### src/rtl/rotary_led_mode_ctrl.sv
// Rotary-encoder LED mode controller: manual position, auto-run at adjustable speed,
// and bar-graph level, selected by the centre button.
module rotary_led_mode_ctrl #(
  parameter int unsigned PRESCALE   = 5000000,
  parameter int unsigned PRESCALE_W = 23
) (
  input  logic       clk,
  input  logic       rst_n,
  input  logic       rotation_event,
  input  logic       rotation_direction,
  input  logic       btn_press,
  output logic [7:0] led,
  output logic [1:0] mode
);

  typedef enum logic [1:0] {
    MODE_MANUAL = 2'd0,
    MODE_AUTO   = 2'd1,
    MODE_BAR    = 2'd2
  } mode_e;

  mode_e                 mode_q, mode_d;
  logic [2:0]            pos_q, pos_d;
  logic [2:0]            speed_q, speed_d;
  logic [3:0]            level_q, level_d;
  logic [PRESCALE_W-1:0] presc_q, presc_d;
  logic [2:0]            step_cnt_q, step_cnt_d;
  logic                  tick;

  assign tick = (presc_q == PRESCALE_W'(PRESCALE - 1));

  always_ff @(posedge clk or negedge rst_n) begin
    if (!rst_n) begin
      mode_q     <= MODE_MANUAL;
      pos_q      <= '0;
      speed_q    <= '0;
      level_q    <= '0;
      presc_q    <= '0;
      step_cnt_q <= '0;
    end else begin
      mode_q     <= mode_d;
      pos_q      <= pos_d;
      speed_q    <= speed_d;
      level_q    <= level_d;
      presc_q    <= presc_d;
      step_cnt_q <= step_cnt_d;
    end
  end

  always_comb begin
    mode_d     = mode_q;
    pos_d      = pos_q;
    speed_d    = speed_q;
    level_d    = level_q;
    presc_d    = presc_q;
    step_cnt_d = step_cnt_q;

    // A button press takes the whole cycle: rotation and any coincident step are dropped.
    if (btn_press) begin
      case (mode_q)
        MODE_MANUAL: begin
          mode_d     = MODE_AUTO;
          presc_d    = '0;
          step_cnt_d = '0;
        end
        MODE_AUTO: mode_d = MODE_BAR;
        default:   mode_d = MODE_MANUAL;
      endcase
    end else begin
      case (mode_q)
        MODE_MANUAL: begin
          if (rotation_event) begin
            pos_d = rotation_direction ? pos_q + 3'd1 : pos_q - 3'd1;
          end
        end
        MODE_AUTO: begin
          presc_d = tick ? '0 : presc_q + PRESCALE_W'(1);
          // Step compare uses the speed held before this edge's rotation event.
          if (tick) begin
            if (step_cnt_q >= 3'd7 - speed_q) begin
              pos_d      = pos_q + 3'd1;
              step_cnt_d = '0;
            end else begin
              step_cnt_d = step_cnt_q + 3'd1;
            end
          end
          if (rotation_event) begin
            if (rotation_direction && speed_q != 3'd7) begin
              speed_d = speed_q + 3'd1;
            end else if (!rotation_direction && speed_q != 3'd0) begin
              speed_d = speed_q - 3'd1;
            end
          end
        end
        MODE_BAR: begin
          if (rotation_event) begin
            if (rotation_direction && level_q < 4'd8) begin
              level_d = level_q + 4'd1;
            end else if (!rotation_direction && level_q != 4'd0) begin
              level_d = level_q - 4'd1;
            end
          end
        end
        default: ;
      endcase
    end
  end

  always_comb begin
    led = '0;
    if (mode_q == MODE_BAR) begin
      for (int unsigned i = 0; i < 8; i++) begin
        led[i] = (4'(i) < level_q);
      end
    end else begin
      led[pos_q] = 1'b1;
    end
  end

  assign mode = mode_q;

endmodule
### config.mk
export PLATFORM = sky130hd
export DESIGN_NAME = rotary_led_mode_ctrl
export DESIGN_NICKNAME = d
export VERILOG_FILES = /design/src/rtl/rotary_led_mode_ctrl.sv
export SDC_FILE = /design/constraint.sdc
export NUM_CORES = 1
export LEC_CHECK = 0
export BUFFER_PORTS_ARGS = -buffer_cell sky130_fd_sc_hd__buf_2
export CAP_MARGIN = 20
export CORE_AREA = 2 2 83 85
export DETAILED_ROUTE_END_ITERATION = 7
export DIE_AREA = 0 0 85 87
export HOLD_SLACK_MARGIN = 0.08
export RECOVER_POWER = 25
export SETUP_SLACK_MARGIN = 0.05
export SYNTH_ARGS = -nofsm -noshare
export SYNTH_HDL_FRONTEND = slang
export SYNTH_SLANG_ARGS = --single-unit
### constraint.sdc
create_clock -name clk -period 2.4 [get_ports clk]
set_input_delay 0.12 -clock clk [delete_from_list [all_inputs] [get_ports clk]]
set_output_delay 0.12 -clock clk [all_outputs]
set_load 0.01 [all_outputs]
==> metrics.txt, run 1 <==
Worst Skew 0.00382 ns; PortBufs 14; Hold Buf Count CTS 1; Slew Limit Fails 0; clock root cell clkbuf_8; Avg Cell Area, Syn 8.72 sq um; worst-case clock buffer depth 2; MaxCap Viol Count 0; GP Congestion 0.859; setup TNS 0 ns; GRT Util Overall 16.1%; maximum VDD drop 576 uV; status finished, final reports clean; clk sinks 38; Setup crit end kind flop; CTS tree done; clock share of power 17.8%; Post-CTS Setup Inserts 0; H-tree levels 2; cell count after synthesis 291; synth unique cells 53; critical path peak fanout 36; Synth Net Count 308; Post-layout nets 323; GR Overflow Total 0; flop and latch count out of synthesis 38; worst skew pair latency 0.29 ns; routed vias 2184; Final Core Density 42.1%; Startpoint Class flop; final WL 5480 microns; Top FF cell, synth dfrtp_1; Yosys warning total 0; Hold Path Class in2reg; WS Path Type reg2reg; switch share 42.3%; Post-Syn Area 0.00254 sq mm; Ports 15; residual DRC count 0; critical path data required time 2.58 ns; fraction of registers with async set/reset 100%; DRT iter0 DRCs 152; Tmin final 2.15 ns; Comb power frac 43.0%; worst-margin pin slew 0.950 ns; die width 85 microns; wire length per cell 14.2 microns; vias in the first global route 2040; first-pass GRT wire length 9690 microns; Design Area, Final 0.00277 sq mm; pwr/cell area 889 mW/mm^2; Detail Route Antenna Nets 0; largest net degree at the start of global routing 39; f_max 0.465 GHz; DRT Pass-1 Iters 4; Gates resized, CTS repair 0; Int Power 1.42 mW; EDFF count, synth 0; Layout area overhead 9.13%; Initial Utilization 38.6%; hold slack 0.165 ns; core footprint 0.00657 sq mm; layout cells sized above 1 13.8%; Area contributors post-synth dfrtp_1 37%, nand2_1 5.8%, ha_1 5.4%; final hold vios 0; antenna violations before repair 0; max_slew headroom 36.7%; final cycle utilization of the critical path 89.7%; sequential share of the synthesized area 37.5%; endpoints failing setup 0; row count 30; Switch Pwr 1.04 mW; unrepaired setup endpoints after global routing no; cell taking the most area after synthesis dfrtp_1; P_leak 1.20 nW; top-area cell type share of the netlist area 37.5%; ANT cells 0; register share of total power 39.2%; Worst-path clk slew 0.07 ns; Power Total 2.46 mW; Critical Path AT 2.33 ns; vias per inst 5.67; Die Y 87 microns; CTS Buf Count 5; top cell types by occurrence after synthesis 39 x nand2_1, 38 x dfrtp_1, 19 x a21oi_1; die area 0.00740 sq mm; post-detailed-placement half-perimeter wirelength 3930 microns; most numerous cell in the Yosys netlist nand2_1; placed instance area 0.00268 sq mm
==> final cells by class <==
cell class                      instances  area (sq um)
Sequential cell                        38           951
Inverter                               13          48.8
Tap cell                               80           100
Fill cell                             649          3800
Multi-Input combinational cell        226          1450
Clock buffer                            6          82.6
Timing Repair Buffer                   22           131
==> flip-flops by register name, summed over array words and instances (netlist names) <==
signal / count
level_q: 4
mode: 2
pos_q: 3
step_cnt_q: 3
presc_q: 23
speed_q: 3
==> per-layer routing <==
metal	global-route usage, %	up-vias	wire (microns)
met5	0	-	0
met4	5.63	0	69
met3	2.94	8	220
met2	25.1	45	2470
met1	22.5	1034	2720
li1	-	1097	-
==> cells in the final DEF (no fill, tap or decap), drive strengths merged, types with 2 or more instances in the layout <==
cell | synthesis | routed
and3 | 5 | 5
buf | 3 | 19
a311o | 2 | 2
mux2i | 4 | 4
or2 | 2 | 2
xnor2 | 3 | 3
o31a | 2 | 2
or3 | 3 | 3
dfrtp | 38 | 38
ha | 11 | 11
nor4 | 4 | 4
nor2 | 16 | 16
o21ai | 18 | 18
nand2b | 3 | 3
a211oi | 2 | 2
nor2b | 2 | 2
o22ai | 2 | 2
or4b | 3 | 3
nand2 | 39 | 39
nand4 | 9 | 9
a31oi | 18 | 18
a41oi | 6 | 6
a22o | 2 | 2
and2 | 4 | 4
o211ai | 2 | 2
a21o | 3 | 3
xor2 | 6 | 6
clkbuf | 11 | 8
o21a | 2 | 2
a21oi | 20 | 20
o31ai | 2 | 2
inv | 13 | 13
nand3 | 15 | 15
nor3 | 6 | 6
==> worst paths after layout <==
check / startpoint / end / slack [ns] / cells past startpoint
worst min register to register: presc_q[22] / presc_q[22] / 0.49 / 1
max in group asynchronous: rst_n / presc_q[8] / 1.30 / 2
min in group asynchronous: rst_n / speed_q[0] / 0.51 / 2
worst max register to register: presc_q[0] / presc_q[4] / 0.25 / 7
worst max-delay path: presc_q[0] / presc_q[4] / 0.25 / 7
worst min-delay path: btn_press / mode[0] / 0.16 / 2
==> power by group through the flow <==
| stage | sequential (mW) | combinational (mW) | clock [mW] |
|---|---|---|---|
| after CTS | 0.963 | 1.06 | 0.459 |
| after floorplan | 0.884 | 0.853 | 0 |
| after global placement | 0.972 | 1.03 | 0 |
| after detailed placement | 0.975 | 1.05 | 0 |
| final | 0.964 | 1.06 | 0.438 |
| after global routing | 0.997 | 1.22 | 0.476 |
==> worst max-delay path, stage by stage (launching register included) <==
cell,delay (ns)
dfrtp_1,0.40
ha_1,0.22
nand4_1,0.31
nor4_4,0.42
a21oi_2,0.08
buf_4,0.24
a21o_1,0.19
a22o_1,0.17
==> through the flow <==
step | std cells | setup WS (ns)
2_1_floorplan | 291 | 0.427
3_3_place_gp | 378 | 0.290
3_5_place_dp | 378 | 0.272
4_1_cts | 385 | 0.260
5_1_grt | 385 | 0.0570
6_report | 385 | 0.247
==> logic make-up after synthesis <==
group                      count (synthesis)  share of synthesized area, %
and+or+nand+nor                          115                          24.3
AOI/OAI and AO/OA                         85                          21.7
buffers and inverters                     27                          5.18
xor gates and xnor gates                   9                          3.11
adders and majority gates                 12                          6.22
muxes                                      5                          2.02
DFF                                       38                          37.5
(Power assumes the default switching activity.)
==> run 2, diff against run 1 <==
- CORE_AREA: 2 2 83 85 -> 2 2 71 73
- DIE_AREA: 0 0 85 87 -> 0 0 73 75
- PLACE_DENSITY: default -> 0.72
==> metrics.txt, run 2 (synthesis gave the netlist of run 1 again) <==
commonest non-fill, non-tap cell in the layout nand2_1; largest net degree at the start of global routing 39; Critical Path AT 2.33 ns; Hold Path Class in2reg; Detail Route Antenna Nets 0; ANT cells 0; endpoints failing setup 0; max_slew headroom 36.7%; Startpoint Class flop; post-detailed-placement half-perimeter wirelength 4020 microns; Die Y 75 microns; switch share 42.6%; post-route insts no fill 362; R2R setup slack 0.25 ns; Switch Pwr 1.07 mW; CP Capture Point presc_q[4]; GR Overflow Total 0; Setup crit end kind flop; final WL 5680 microns; critical hold path startpoint btn_press; clock share of power 18.1%; CTS tree done; final cycle utilization of the critical path 89.5%; Post-layout nets 324; Comb power frac 43.6%; Worst setup startpoint presc_q[0]; DRT Pass-1 Iters 5; Reg2Reg Depth 7; f_max 0.465 GHz; vias in the first global route 1974; unrepaired setup endpoints after global routing no; layout cells sized above 1 14.3%; DRT iter0 DRCs 135; row count 25; GP Congestion 0.846; first-pass GRT wire length 9450 microns; maximum VDD drop 524 uV; critical path data required time 2.58 ns; worst-margin pin slew 0.949 ns; Gates resized, CTS repair 0; Top reg by flops presc_q; worst skew pair latency 0.29 ns; residual DRC count 0; Slew Limit Fails 0; Worst R2R End presc_q[4]; largest registers presc_q: 23 flops, level_q: 4 flops; DP Cell Count 353; hold path cells 2; die area 0.00548 sq mm; PortBufs 14; Layout area overhead 8.49%; core footprint 0.00466 sq mm; CTS Buf Count 5; H-tree levels 2; WS Path Type reg2reg; clock root cell clkbuf_8; vias per inst 6.25; critical path peak fanout 19; Worst-path clk slew 0.08 ns; worst-case clock buffer depth 2; Tmin final 2.15 ns; most frequent cells in the layout 39 x nand2_1, 38 x dfrtp_1, 19 x a21oi_1; final hold vios 0; clk sinks 38; hold slack 0.152 ns; setup TNS 0 ns; Int Power 1.44 mW; routed vias 2263; FF-to-FF Start presc_q[0]; P_leak 1.21 nW; Ports 15; antenna violations before repair 0; pwr/cell area 912 mW/mm^2; GRT Util Overall 22.3%; MaxCap Viol Count 0; max reg flops 23; wire length per cell 15.7 microns; Worst Skew 0.00761 ns; register share of total power 38.4%; status finished, final reports clean; Initial Utilization 54.4%; die width 73 microns
-- run 2: worst min-delay path by stage --
stage | endpoint | slack [ns]
final | mode[1] | 0.15
after global routing | mode[1] | 0.17
after CTS | mode[1] | 0.15
after detailed placement | speed_q[1] | 0.28
after global placement | speed_q[1] | 0.27
after floorplan | level_q[0] | -0.18
-- run 2: power by group through the flow --
stage / combinational, mW / clock (mW) / sequential (mW)
after CTS: 1.10 / 0.462 / 0.959
after global placement: 1.05 / 0 / 0.960
after floorplan: 0.853 / 0 / 0.884
final: 1.09 / 0.453 / 0.963
after global routing: 1.24 / 0.499 / 0.990
after detailed placement: 1.09 / 0 / 0.971
-- run 2: per-stage QoR --
stage	area (sq um)	setup WS [ns]	power [mW]	utilization (%)
2_1_floorplan	2540	0.427	1.74	-
3_3_place_gp	2650	0.345	2.01	56.9
3_5_place_dp	2650	0.287	2.06	56.9
4_1_cts	2750	0.253	2.52	59.1
5_1_grt	2750	0.120	2.73	59.0
6_report	2750	0.251	2.51	59.0
-- run 2: area by class of cell --
type,instances,area [sq um]
Tap cell,54,67.6
Inverter,13,48.8
Clock buffer,7,86.3
Multi-Input combinational cell,226,1450
Fill cell,432,1910
Timing Repair Buffer,23,139
Sequential cell,38,951
Clock inverter,1,5.00
-- run 2: what timing repair did --
item,4_1_cts,5_1_grt
setup buffers,0,0
endpoints found under the hold margin,38,0
endpoints found under the setup margin,0,0
hold buffers,1,0
-- run 2: per-layer routing --
layer / share of wire (%) / GRT usage (%)
met5: 0 / 0
met4: 0.83 / 5.56
met3: 4.7 / 4.82
met2: 45 / 33.0
met1: 50 / 33.3
-- run 2: critical path, cell delays in order (launching register included) --
cell and delay [ns]:
dfrtp_1 0.40, ha_1 0.22, nand4_1 0.32, nor4_4 0.44, a21oi_2 0.11, buf_4 0.21, a21o_1 0.17, a22o_1 0.17
